### src/rtl/ama_riscv_fetch_buffer_pkg.sv
// ama_riscv_fetch_buffer_pkg: shared types and constants for the fetch buffer
package ama_riscv_fetch_buffer_pkg;
   typedef logic [31:0] arch_width_t;
   localparam logic [31:0] INST_NOP = 32'h0000_0013;
   typedef struct packed {
      logic [31:0] inst;
      arch_width_t pc;
   } fb_entry_t;
endpackage

### src/rtl/ama_riscv_fetch_buffer.sv
// ama_riscv_fetch_buffer: in-order instruction FIFO between IMEM response and decode
module ama_riscv_fetch_buffer
   import ama_riscv_fetch_buffer_pkg::*;
#(
   parameter int DEPTH = 4,
   localparam int PTR_W = $clog2(DEPTH)
) (
   input  logic             clk,
   input  logic             rst,
   input  logic             in_valid,
   output logic             in_ready,
   input  logic [31:0]      in_inst,
   input  arch_width_t      in_pc,
   input  logic             flush,
   output logic             out_valid,
   input  logic             out_ready,
   output logic [31:0]      out_inst,
   output arch_width_t      out_pc,
   output logic [PTR_W:0]   count
);
   fb_entry_t mem [DEPTH];
   logic [PTR_W-1:0] wr_ptr, rd_ptr;
   logic push, pop;
   assign in_ready = count != (PTR_W+1)'(DEPTH);
   assign out_valid = count != '0;
   assign push = in_valid & in_ready & ~flush;
   assign pop = out_valid & out_ready & ~flush;
   assign out_inst = out_valid ? mem[rd_ptr].inst : INST_NOP;
   assign out_pc = out_valid ? mem[rd_ptr].pc : '0;
   always_ff @(posedge clk) begin
      if (rst || flush) begin
         wr_ptr <= '0;
         rd_ptr <= '0;
         count <= '0;
      end else begin
         wr_ptr <= wr_ptr + PTR_W'(push);
         rd_ptr <= rd_ptr + PTR_W'(pop);
         count <= count + (PTR_W+1)'(push) - (PTR_W+1)'(pop);
      end
   end
   always_ff @(posedge clk)
      if (push) mem[wr_ptr] <= '{inst: in_inst, pc: in_pc};
   a_count_max: assert property (@(posedge clk) disable iff (rst) count <= (PTR_W+1)'(DEPTH));
   a_count_ptr: assert property (@(posedge clk) disable iff (rst) count[PTR_W-1:0] == PTR_W'(wr_ptr - rd_ptr));
   a_stable: assert property (@(posedge clk) disable iff (rst)
      out_valid && !out_ready && !flush |=> $stable(out_inst) && $stable(out_pc));
endmodule

### config.mk
export PLATFORM = sky130hd
export DESIGN_NAME = ama_riscv_fetch_buffer
export DESIGN_NICKNAME = d
export VERILOG_FILES = /design/src/rtl/ama_riscv_fetch_buffer_pkg.sv /design/src/rtl/ama_riscv_fetch_buffer.sv
export SDC_FILE = /design/constraint.sdc
export NUM_CORES = 1
export LEC_CHECK = 0
export CAP_MARGIN = 20
export CORE_MARGIN = 1
export CORE_UTILIZATION = 55
export CTS_BUF_LIST = sky130_fd_sc_hd__clkbuf_2
export DETAILED_ROUTE_END_ITERATION = 6
export GPL_ROUTABILITY_DRIVEN = 0
export PLACE_DENSITY = 0.81
export SETUP_SLACK_MARGIN = 0.5
export SLEW_MARGIN = 30
export SYNTH_ARGS = -nofsm -noshare
export SYNTH_HDL_FRONTEND = slang
export SYNTH_SLANG_ARGS = --single-unit
### constraint.sdc
create_clock -name clk -period 8.8 [get_ports clk]
set_clock_uncertainty 0.15 [all_clocks]
set_input_delay 1.32 -clock clk [delete_from_list [all_inputs] [get_ports clk]]
set_output_delay 1.32 -clock clk [all_outputs]
set_load 0.05 [all_outputs]
**Word level (Yosys, flattened, before mapping)**

Memory sizes are Yosys's and may differ from the RTL's. A register that Yosys moved wholly into a read port is not among the register bits.
Index checks and enable logic that the tools add are counted.

- Register bits: 7
- Bits in writable memories: 256
- Bits in latches: 0
- Word-level logic and storage cells: 21
- Memory bits (read-only): 0
- Input bits: 69
- Memories: 1
- Output and inout port bits: 69

- Eq/ne operators: 1
- Multiplexer cells: 5
- Order comparisons: 0
- Add/subtract/negate cells: 4
- Multiply operators: 0
- Div/mod/pow operators: 0
- Reductions and logical operators: 2
- Bitwise gates (word level): 5
- Shift operators: 0

Memories:

| name | depth | width | rd ports | clocked after Yosys merged registers in | write ports | RTL line | RTL |
|---|---|---|---|---|---|---|---|
| mem | 4 | 64 | 1 | 1 | 1 | ama_riscv_fetch_buffer.sv:21 | `fb_entry_t mem [DEPTH];` |

Operator list:

| cell | count |
|---|---|
| 2-to-1 mux 32 bit | 2 |
| adder 2 x 1 -> 2 bit | 2 |
| AND 1 bit | 4 |
| adder 3 x 1 -> 3 bit | 1 |
| inequality test 3 bit (second input constant) | 1 |
| nonzero test 3 bit | 1 |
| subtractor 3 x 1 -> 3 bit | 1 |
| 2-to-1 mux 1 bit | 2 |
| 2-to-1 mux 2 bit | 1 |
| logical OR 1 bit | 1 |
| NOT 1 bit | 1 |

**Logic depth before layout (Yosys ltp)**

Gate-level depths: netlist of the first run.

- Depth after elaboration: 5
- Gate-level depth with buffers: 9
- Gate-level depth less buffers: 8

**Worst setup path after synthesis of the first run**

Ideal clock, no wire load.

- Kind: input-to-reg
- From: in flush
- To: mem mem[1][0] (netlist bit), enable pin
- Data arrival time: 6463 ps
- Setup time: 578 ps
- Slack: 1609 ps
- Buffers on the path: 1
- Required time: 8072 ps
- Stages: 3
- Cell sequence: clkbuf_1 -> nand3b_1 -> nor3b_1

- Word-level cells in the longest chain between the ends: 4

Ends and longest elaborated chain:

| element | RTL line | RTL |
|---|---|---|
| start: declaration | ama_riscv_fetch_buffer.sv:14 | `input logic flush,` |
| NOT 1 bit | ama_riscv_fetch_buffer.sv:26 | `assign push = in_valid & in_ready & ~flush;` |
| AND 1 bit | ama_riscv_fetch_buffer.sv:26 |  |
| 2-to-1 mux 1 bit | ama_riscv_fetch_buffer.sv:42 | `if (push) mem[wr_ptr] <= '{inst: in_inst, pc: in_pc};` |
| 2-to-1 mux 1 bit (implied by the code) | ama_riscv_fetch_buffer.sv:42 |  |
| end: declaration | ama_riscv_fetch_buffer.sv:21 |  |

Every way passes these cells.

==> results of run 1 <==
==> per-stage QoR <==
step	cells	instance area, um2
2_1_floorplan	447	10050
3_3_place_gp	799	11660
3_5_place_dp	799	11660
4_1_cts	904	12220
5_1_grt	906	12250
6_report	906	12250
==> critical path: stages (launching register included) <==
cell,delay (ns)
dfxtp_4,0.71
buf_4,0.74
mux4_2,0.60
and2_1,0.19
clkdlybuf4s50_1,0.71
==> layout make-up <==
type / count / area (um2)
timing repair buffer: 146 / 1451
sequential: 263 / 7835
tap: 229 / 286.5
multi-input combinational: 159 / 2096
inverter: 3 / 12.51
clock buffer: 93 / 465.4
antenna: 1 / 2.502
fill: 1160 / 5717
clock inverter: 12 / 97.59
==> worst max path at each step <==
| stage | startpoint | end | slack, ns | depth (start not counted) |
|---|---|---|---|---|
| after floorplan | flush | mem[1][0] | 1.61 | 3 |
| after global placement | rd_ptr[0] | out_inst[2] | 4.30 | 4 |
| after detailed placement | rd_ptr[0] | out_pc[29] | 4.26 | 4 |
| after CTS | rd_ptr[0] | out_pc[29] | 3.33 | 4 |
| after global routing | rd_ptr[0] | out_pc[24] | 3.19 | 4 |
| final | rd_ptr[0] | out_pc[29] | 3.54 | 4 |
==> cell families (layout without fill, tap and decap cells) <==
logic type | after synthesis | count (layout) | synth area share (%)
xor+xnor | 5 | 5 | 0.4359
other cells | 0 | 1 | 0
buf+inv | 25 | 254 | 1.469
mux | 64 | 64 | 14.34
flops | 263 | 263 | 77.90
fa+ha+maj | 3 | 3 | 0.4482
simple gates | 81 | 81 | 4.943
compound gates | 6 | 6 | 0.4608
==> sequential cells by signal, indices dropped and copies added, names as in the netlist <==
name and flops:
rd_ptr 2, wr_ptr 2, count 3, mem 256
==> layout by cell type (no fill, tap or decap), types with 3 or more instances in the layout <==
cell / instances
mux4_2: 64
clkbuf_2: 93
and2_1: 64
dfxtp_1: 5
clkinv_1: 9
nor3_1: 6
clkdlybuf4s50_1: 137
edfxtp_1: 256
or2_1: 3
xnor2_1: 3
buf_4: 8
==> power by group through the flow <==
stage,sequential (mW),combinational (mW),clock (mW)
after floorplan,1.43,0.0759,0
after global placement,1.42,0.148,0
after detailed placement,1.43,0.152,0
after CTS,1.40,0.152,0.801
after global routing,1.40,0.160,0.855
final,1.40,0.150,0.769
==> routing by layer <==
layer,routed length [um],vias to the layer above,global-route usage (%)
met5,13,-,0
met4,409,2,7.448
met3,1257,37,6.074
met2,9694,193,34.99
met1,7156,2550,25.17
li1,-,2234,-
==> results.sh, run 1 <==
export IMPL_hold_viol=0
export IMPL_maxCapViolations=0
export IMPL_synth_top_area_share_pct=76.50
export IMPL_synth_most_common_cell="edfxtp_1"
export IMPL_dp_hpwl_um=10640
export IMPL_comb_power_share_pct=6.5
export IMPL_clockBufferDepth=3
export IMPL_clkPwrFrac_pct=33.2
export IMPL_drive_gt1_share_pct=26.04
export IMPL_netlist_top_cells_count="256 x edfxtp_1, 64 x and2_1, 64 x mux4_2"
export IMPL_rsz0062_at_grt="no"
export IMPL_p_switching_uw=523.8
export IMPL_min_to="wr_ptr[1]"
export IMPL_p_sw_share_pct=22.61
export IMPL_yosysUniqueCellTypes=26
export IMPL_grt_use_total_pct=20.63
export IMPL_min_delay_path_depth=2
export IMPL_async_reset_ff_share_pct=0
export IMPL_holdWs_ns=0.4803
export IMPL_h_tree_depth=2
export IMPL_setup_violations_final=0
export IMPL_end_kind="output port"
export IMPL_yosysWarnings=0
export IMPL_setup_tns_ns=0
export IMPL_core_area_um2=17960
export IMPL_hold_buffers=0
export IMPL_status="complete, no violations"
export IMPL_antenna_left=0
export IMPL_syn_area_um2=10050
export IMPL_drt_iter0_markers=293
export IMPL_clock_sinks=263
export IMPL_first_pass_iters=4
export IMPL_utilization_pct=68.18
export IMPL_worstHoldStart="wr_ptr[1]"
export IMPL_synth_edff_count=256
export IMPL_die_area_um2=18810
export IMPL_setup_ws_ns=3.538
export IMPL_crit_path_start_kind="register"
export IMPL_rr_startpoint="count[1]"
export IMPL_slew_violations=0
export IMPL_cts_tree="yes"
export IMPL_hp_class="reg -> reg"
export IMPL_max_slew_margin_pct=45.36
export IMPL_p_total_mw=2.317
export IMPL_antenna_found_initial=2
export IMPL_synth_area_leader_cell="edfxtp_1"
export IMPL_power_density_nw_per_um2=189.2
export IMPL_netlist_instances=447
export IMPL_wire_per_inst_um=20.45
export IMPL_dp_slack_ns=4.265
export IMPL_overflow=0
export IMPL_io_pins=138
export IMPL_vdd_drop_max_uv=136.5
export IMPL_die_width_um=137.2
export IMPL_grt_max_degree=66
export IMPL_start_util_pct=55.94
export IMPL_ys_ff_latch=263
export IMPL_cts_setup_buffers=0
export IMPL_crit_fanout=41
export IMPL_criticalPathCategory="reg -> out"
export IMPL_p_int_mw=1.793
export IMPL_num_vias=5016
export IMPL_nets=706
export IMPL_num_rows=49
export IMPL_cts_repair_resized=0
export IMPL_syn_num_nets=519
export IMPL_min_period_ns=5.262
export IMPL_ys_seq_area_share_pct=77.90
export IMPL_tightest_slew_ns=0.8196
export IMPL_wl_um=18530
export IMPL_post_route_period_util_pct=59.80
export IMPL_fmax_mhz=190.0
export IMPL_port_buffers=137
export IMPL_cts_root_buffer="clkbuf_2"
export IMPL_power_leakage_nw=3.967
export IMPL_die_y_um=137.2
export IMPL_seqPwrFrac_pct=60.3
export IMPL_numCtsBuffers=61
export IMPL_via_per_inst=5.536
export IMPL_rr_worst_depth=4
export IMPL_grt_pass1_wl_um=28340
export IMPL_required_ns=7.33
export IMPL_avgSynthCellArea_um2=22.48
export IMPL_synth_main_ff_cell="edfxtp_1"
export IMPL_areaGrowthSynthToFinish_pct=21.88
export IMPL_grt_pass1_vias=5450
export IMPL_worstPathArrival_ns=3.79
export IMPL_drc=0
export IMPL_clock_latency_ns=0.80
export IMPL_yosys_top_cells_area="edfxtp_1 77%, mux4_2 14%, and2_1 4.0%"
export IMPL_ff2ff_setup_slack_ns=5.92
export IMPL_r2r_end="mem[3][35]"
export IMPL_clkTransAtPathRegs_ns=0.11
Note: power is estimated with default switching activity, not from simulation.
==> run 2, diff against run 1 <==
- CORE_UTILIZATION: 55 -> 51
- PLACE_DENSITY: 0.81 -> 0.79
- clock period: 8.8 -> 4.3 ns (I/O delays scaled with it)
==> run 2 against run 1 <==
Net effect:
- core utilization decreased by 3.2 points
- global-route usage decreased by 1.1 points
- critical path depth unchanged
- critical path type unchanged
==> results.sh, run 2 (synthesis results as in run 1) <==
export IMPL_antenna_left=0
export IMPL_multi_input_area_um2=2122
export IMPL_end_kind="output port"
export IMPL_hp_class="in -> reg"
export IMPL_largestRegisters="mem: 256 flops, count: 3 flops"
export IMPL_grt_pass1_wl_um=29110
export IMPL_die_area_um2=20270
export IMPL_setup_tns_ns=0
export IMPL_clkTransAtPathRegs_ns=0.10
export IMPL_dp_slack_ns=0.9851
export IMPL_die_y_um=142.4
export IMPL_largest_register_ffs=256
export IMPL_post_route_period_util_pct=84.63
export IMPL_vdd_drop_max_uv=222.2
export IMPL_power_leakage_nw=4.370
export IMPL_dp_cells=833
export IMPL_fillerInstances=1366
export IMPL_maxCapViolations=0
export IMPL_drive_gt1_share_pct=27.51
export IMPL_h_tree_depth=3
export IMPL_die_width_um=142.4
export IMPL_setup_violations_final=0
export IMPL_dp_hpwl_um=10760
export IMPL_num_rows=50
export IMPL_port_buffers=137
export IMPL_final_cell_mix="256 x edfxtp_1, 96 x clkbuf_2, 77 x clkdlybuf4s50_1"
export IMPL_io_pins=138
export IMPL_overflow=0
export IMPL_min_period_ns=3.639
export IMPL_crit_buf_inv=2
export IMPL_cts_tree="yes"
export IMPL_cp_cell_sequence="nor3_2 -> inv_6 -> and2_1 -> clkdlybuf4s50_1"
export IMPL_hold_buffers=0
export IMPL_seqPwrFrac_pct=61.4
export IMPL_grt_max_degree=63
export IMPL_drt_iter0_markers=292
export IMPL_p_switching_mw=1.094
export IMPL_worstPathArrival_ns=2.84
export IMPL_crit_path_start_kind="register"
export IMPL_slew_violations=0
export IMPL_clkPwrFrac_pct=32.1
export IMPL_via_per_inst=5.332
export IMPL_placed_area_um2=11770
export IMPL_critPathTopFamily="buffers and inverters"
export IMPL_nets=721
export IMPL_comb_power_share_pct=6.5
export IMPL_final_common_cell="edfxtp_1"
export IMPL_cts_root_buffer="clkbuf_2"
export IMPL_start_util_pct=52.84
export IMPL_tightest_slew_ns=0.5743
export IMPL_grt_pass1_vias=5634
export IMPL_numCtsBuffers=66
export IMPL_drc=0
export IMPL_p_int_mw=3.559
export IMPL_hold_viol=0
export IMPL_rsz0062_at_grt="yes"
export IMPL_crit_fanout=62
export IMPL_p_sw_share_pct=23.51
export IMPL_register_area_um2=7835
export IMPL_grt_use_total_pct=19.55
export IMPL_finalInstanceArea_um2=12360
export IMPL_antenna_found_initial=1
export IMPL_first_pass_iters=4
export IMPL_clock_sinks=263
export IMPL_clockBufferDepth=3
export IMPL_areaGrowthSynthToFinish_pct=22.99
export IMPL_clock_latency_ns=0.76
export IMPL_regMostFlops="mem"
export IMPL_cpPeakStageDelay_ns=0.81
export IMPL_setup_ws_ns=0.6610
export IMPL_wl_um=18710
export IMPL_power_density_nw_per_um2=376.5
export IMPL_required_ns=3.50
export IMPL_criticalPathCategory="reg -> out"
export IMPL_core_area_um2=19020
export IMPL_wire_per_inst_um=19.73
export IMPL_num_vias=5055
export IMPL_max_slew_margin_pct=61.65
export IMPL_status="complete, no violations"
export IMPL_cpMaxStageDelayCell="clkdlybuf4s50_1"
export IMPL_finalNonFillerCells=948
export IMPL_fmax_mhz=274.8
-- run 2: cell count changes in the layout (fill, tap and decap cells not counted), sizes merged --
cell,change
clkdlybuf4s50,-60
dlymetal6s2s,+8
clkinv,-1
clkbuf,+3
buf,+10
bufinv,-2
inv,+1
dlygate4sd2,+52
-- run 2: final timing paths --
| check | from | endpoint | slack (ns) | depth (start not counted) |
|---|---|---|---|---|
| setup / recovery | count[1] | out_pc[3] | 0.66 | 4 |
| hold / removal | in_pc[31] | mem[2][31] | 0.37 | 1 |
| setup reg to reg | count[1] | mem[1][55] | 1.87 | 4 |
| hold reg to reg | count[2] | count[2] | 0.51 | 2 |
-- run 2: through the flow --
stage | utilization [%] | total power [mW] | hold WS [ns]
after floorplan | - | 3.075 | 0.4490
after global placement | 61.88 | 3.219 | 0.4674
after detailed placement | 61.89 | 3.231 | 0.4859
after CTS | 64.45 | 4.722 | 0.2620
after global routing | 64.97 | 4.855 | 0.2933
final | 64.98 | 4.653 | 0.3690
-- run 2: layout make-up --
class	count	area share [%]
Inverter	3	0.1316
Clock inverter	10	0.3037
Sequential cell	263	63.40
Timing Repair Buffer	156	12.45
Clock buffer	96	3.888
Antenna cell	1	0.02025
Tap cell	260	2.632
Multi-Input combinational cell	159	17.17
-- run 2: what timing repair did --
item                       in CTS  in global routing
buffers inserted                1                  7
setup endpoints to repair      65                 24
gates resized for setup        54                  8
-- run 2: worst register-to-register path, stage by stage (launching register included) --
cell and delay [ns]:
dfxtp_1 0.53, or3b_4 0.23, nand3b_1 0.32, nor3b_4 0.29, buf_4 0.49
-- run 2: power by group through the flow --
stage	clock network, mW	logic [mW]	registers (mW)
2_1_floorplan	0	0.157	2.92
3_3_place_gp	0	0.304	2.92
3_5_place_dp	0	0.312	2.92
4_1_cts	1.56	0.303	2.86
5_1_grt	1.67	0.321	2.86
6_report	1.49	0.302	2.86
-- run 2: routing by layer --
metal	up-vias	wire, um	GRT usage, %
met2	219	9340	32.71
met3	29	1751	6.830
met5	-	0	0
met1	2551	7331	23.13
li1	2256	-	-
met4	0	285	8.036
==> run 3, diff against run 2 <==
- CORE_UTILIZATION: 51 -> 55
- PLACE_DENSITY: 0.79 -> 0.81
- clock period: 4.3 -> 3.7 ns (I/O delays scaled with it)
==> run 3 against run 2 <==
Net effect:
- sequential power is 16% higher
- clock power is 10% higher
- worst hold slack worse by 0.17 ns
- global-route usage is 2.0 points higher
- non-clock buffer count is 14 higher
- flip-flop and latch count stayed put
- die area is 7.2% lower
- total power is 15% higher
==> results.sh, run 3 (synthesis results as in run 1) <==
export IMPL_worstHoldStart="in_inst[4]"
export IMPL_first_pass_iters=5
export IMPL_port_buffers=137
export IMPL_die_width_um=137.2
export IMPL_grt_max_degree=48
export IMPL_finalNonFillerCells=925
export IMPL_fmax_mhz=315.0
export IMPL_clock_sinks=263
export IMPL_clkPwrFrac_pct=30.6
export IMPL_final_common_cell="edfxtp_1"
export IMPL_p_total_mw=5.366
export IMPL_hold_viol=0
export IMPL_hp_class="in -> reg"
export IMPL_start_util_pct=55.94
export IMPL_numCtsBuffers=60
export IMPL_max_slew_margin_pct=63.54
export IMPL_grt_use_met2_pct=35.89
export IMPL_criticalPathCategory="reg -> out"
export IMPL_dp_hpwl_um=11180
export IMPL_die_area_um2=18810
export IMPL_drc=0
export IMPL_p_int_mw=4.097
export IMPL_grt_use_total_pct=21.55
export IMPL_grt_pass1_vias=5554
export IMPL_globalRoute_busiestLayer="met2"
export IMPL_power_density_nw_per_um2=419.4
export IMPL_gr_usage_met1_pct=26.39
export IMPL_dp_cells=807
export IMPL_post_route_period_util_pct=85.79
export IMPL_overflow=0
export IMPL_status="complete, no violations"
export IMPL_p_sw_share_pct=23.65
export IMPL_wl_um=19440
export IMPL_vdd_drop_max_uv=233.9
export IMPL_setup_violations_final=0
export IMPL_use_met3_pct=6.815
export IMPL_final_cell_mix="256 x edfxtp_1, 83 x clkbuf_2, 72 x clkdlybuf4s50_1"
export IMPL_worstPathArrival_ns=2.47
export IMPL_holdWs_ns=0.2039
export IMPL_num_vias=5117
export IMPL_crit_path_start_kind="register"
export IMPL_power_leakage_nw=4.360
export IMPL_antenna_left=0
export IMPL_die_y_um=137.2
export IMPL_nets=729
export IMPL_rsz0062_at_grt="yes"
export IMPL_p_switching_mw=1.269
export IMPL_drive_gt1_share_pct=43.02
export IMPL_tightest_slew_ns=0.5452
export IMPL_crit_fanout=7
export IMPL_drt_iter0_markers=251
export IMPL_grt_pass1_wl_um=29210
export IMPL_slew_violations=0
export IMPL_comb_power_share_pct=7.6
export IMPL_h_tree_depth=2
export IMPL_cts_tree="yes"
export IMPL_num_rows=49
export IMPL_required_ns=2.99
export IMPL_via_per_inst=5.532
export IMPL_cts_root_buffer="clkbuf_2"
export IMPL_areaGrowthSynthToFinish_pct=27.33
export IMPL_clockBufferDepth=3
export IMPL_min_period_ns=3.174
export IMPL_clock_latency_ns=0.83
export IMPL_io_pins=138
export IMPL_maxCapViolations=0
export IMPL_seqPwrFrac_pct=61.9
export IMPL_setup_tns_ns=0
export IMPL_end_kind="output port"
export IMPL_rr_startpoint="count[2]"
export IMPL_core_area_um2=17960
export IMPL_wire_per_inst_um=21.02
export IMPL_largestRegisters="mem: 256 flops, count: 3 flops"
export IMPL_largest_register_ffs=256
export IMPL_crit_path_start="rd_ptr[0]"
export IMPL_fillerInstances=1102
export IMPL_regMostFlops="mem"
export IMPL_antenna_found_initial=1
export IMPL_clkTransAtPathRegs_ns=0.11
[run 3: per-stage QoR]
step	area, um2	util (%)	setup WS, ns
after floorplan	10110	-	0.2144
after global placement	11830	65.84	0.6692
after detailed placement	11830	65.84	0.6330
after CTS	12280	68.38	0.3870
after global routing	12790	71.21	0.3901
final	12790	71.23	0.5259
[run 3: per-layer routing]
metal,wire (um),part of all wire (%)
met1,7653,39
met5,0,0
met4,275,1.4
met2,9959,51
met3,1554,8.0
[run 3: worst paths after layout]
check                           cells after the start          end  slack (ns)
worst min-delay path                                1   mem[2][36]        0.20
worst min register to register                      2     count[2]        0.47
worst max-delay path                                5  out_inst[2]        0.53
worst max register to register                      8     count[2]        1.35
[run 3: repair_timing]
item                                    4_1_cts  5_1_grt
cloned                                        1        4
endpoints found under the setup margin       65       58
resized for setup                           340      170
hold buffers                                  0        0
setup buffers                                11        1
pin swaps                                     0       28
[run 3: power groups by stage]
stage | registers (mW) | clock network (mW) | logic (mW)
3_5_place_dp | 3.39 | 0 | 0.370
2_1_floorplan | 3.39 | 0 | 0.183
3_3_place_gp | 3.39 | 0 | 0.360
5_1_grt | 3.32 | 1.82 | 0.429
4_1_cts | 3.32 | 1.69 | 0.364
6_report | 3.32 | 1.64 | 0.406
[run 3: final cells by class]
| cell class | instances | area [um2] | share of cell area (%) |
|---|---|---|---|
| Clock inverter | 17 | 65.06 | 0.5085 |
| Multi-Input combinational cell | 159 | 2222 | 17.37 |
| Timing Repair Buffer | 170 | 1932 | 15.10 |
| Tap cell | 229 | 286.5 | 2.239 |
| Clock buffer | 83 | 415.4 | 3.247 |
| Antenna cell | 1 | 2.502 | 0.01956 |
| Inverter | 3 | 25.02 | 0.1956 |
| Sequential cell | 263 | 7846 | 61.32 |
[run 3: critical path, stage by stage (launching register included)]
cell     delay [ns]
dfxtp_4        0.44
buf_6          0.16
buf_12         0.13
mux4_2         0.53
and2_1         0.19
buf_4          0.18
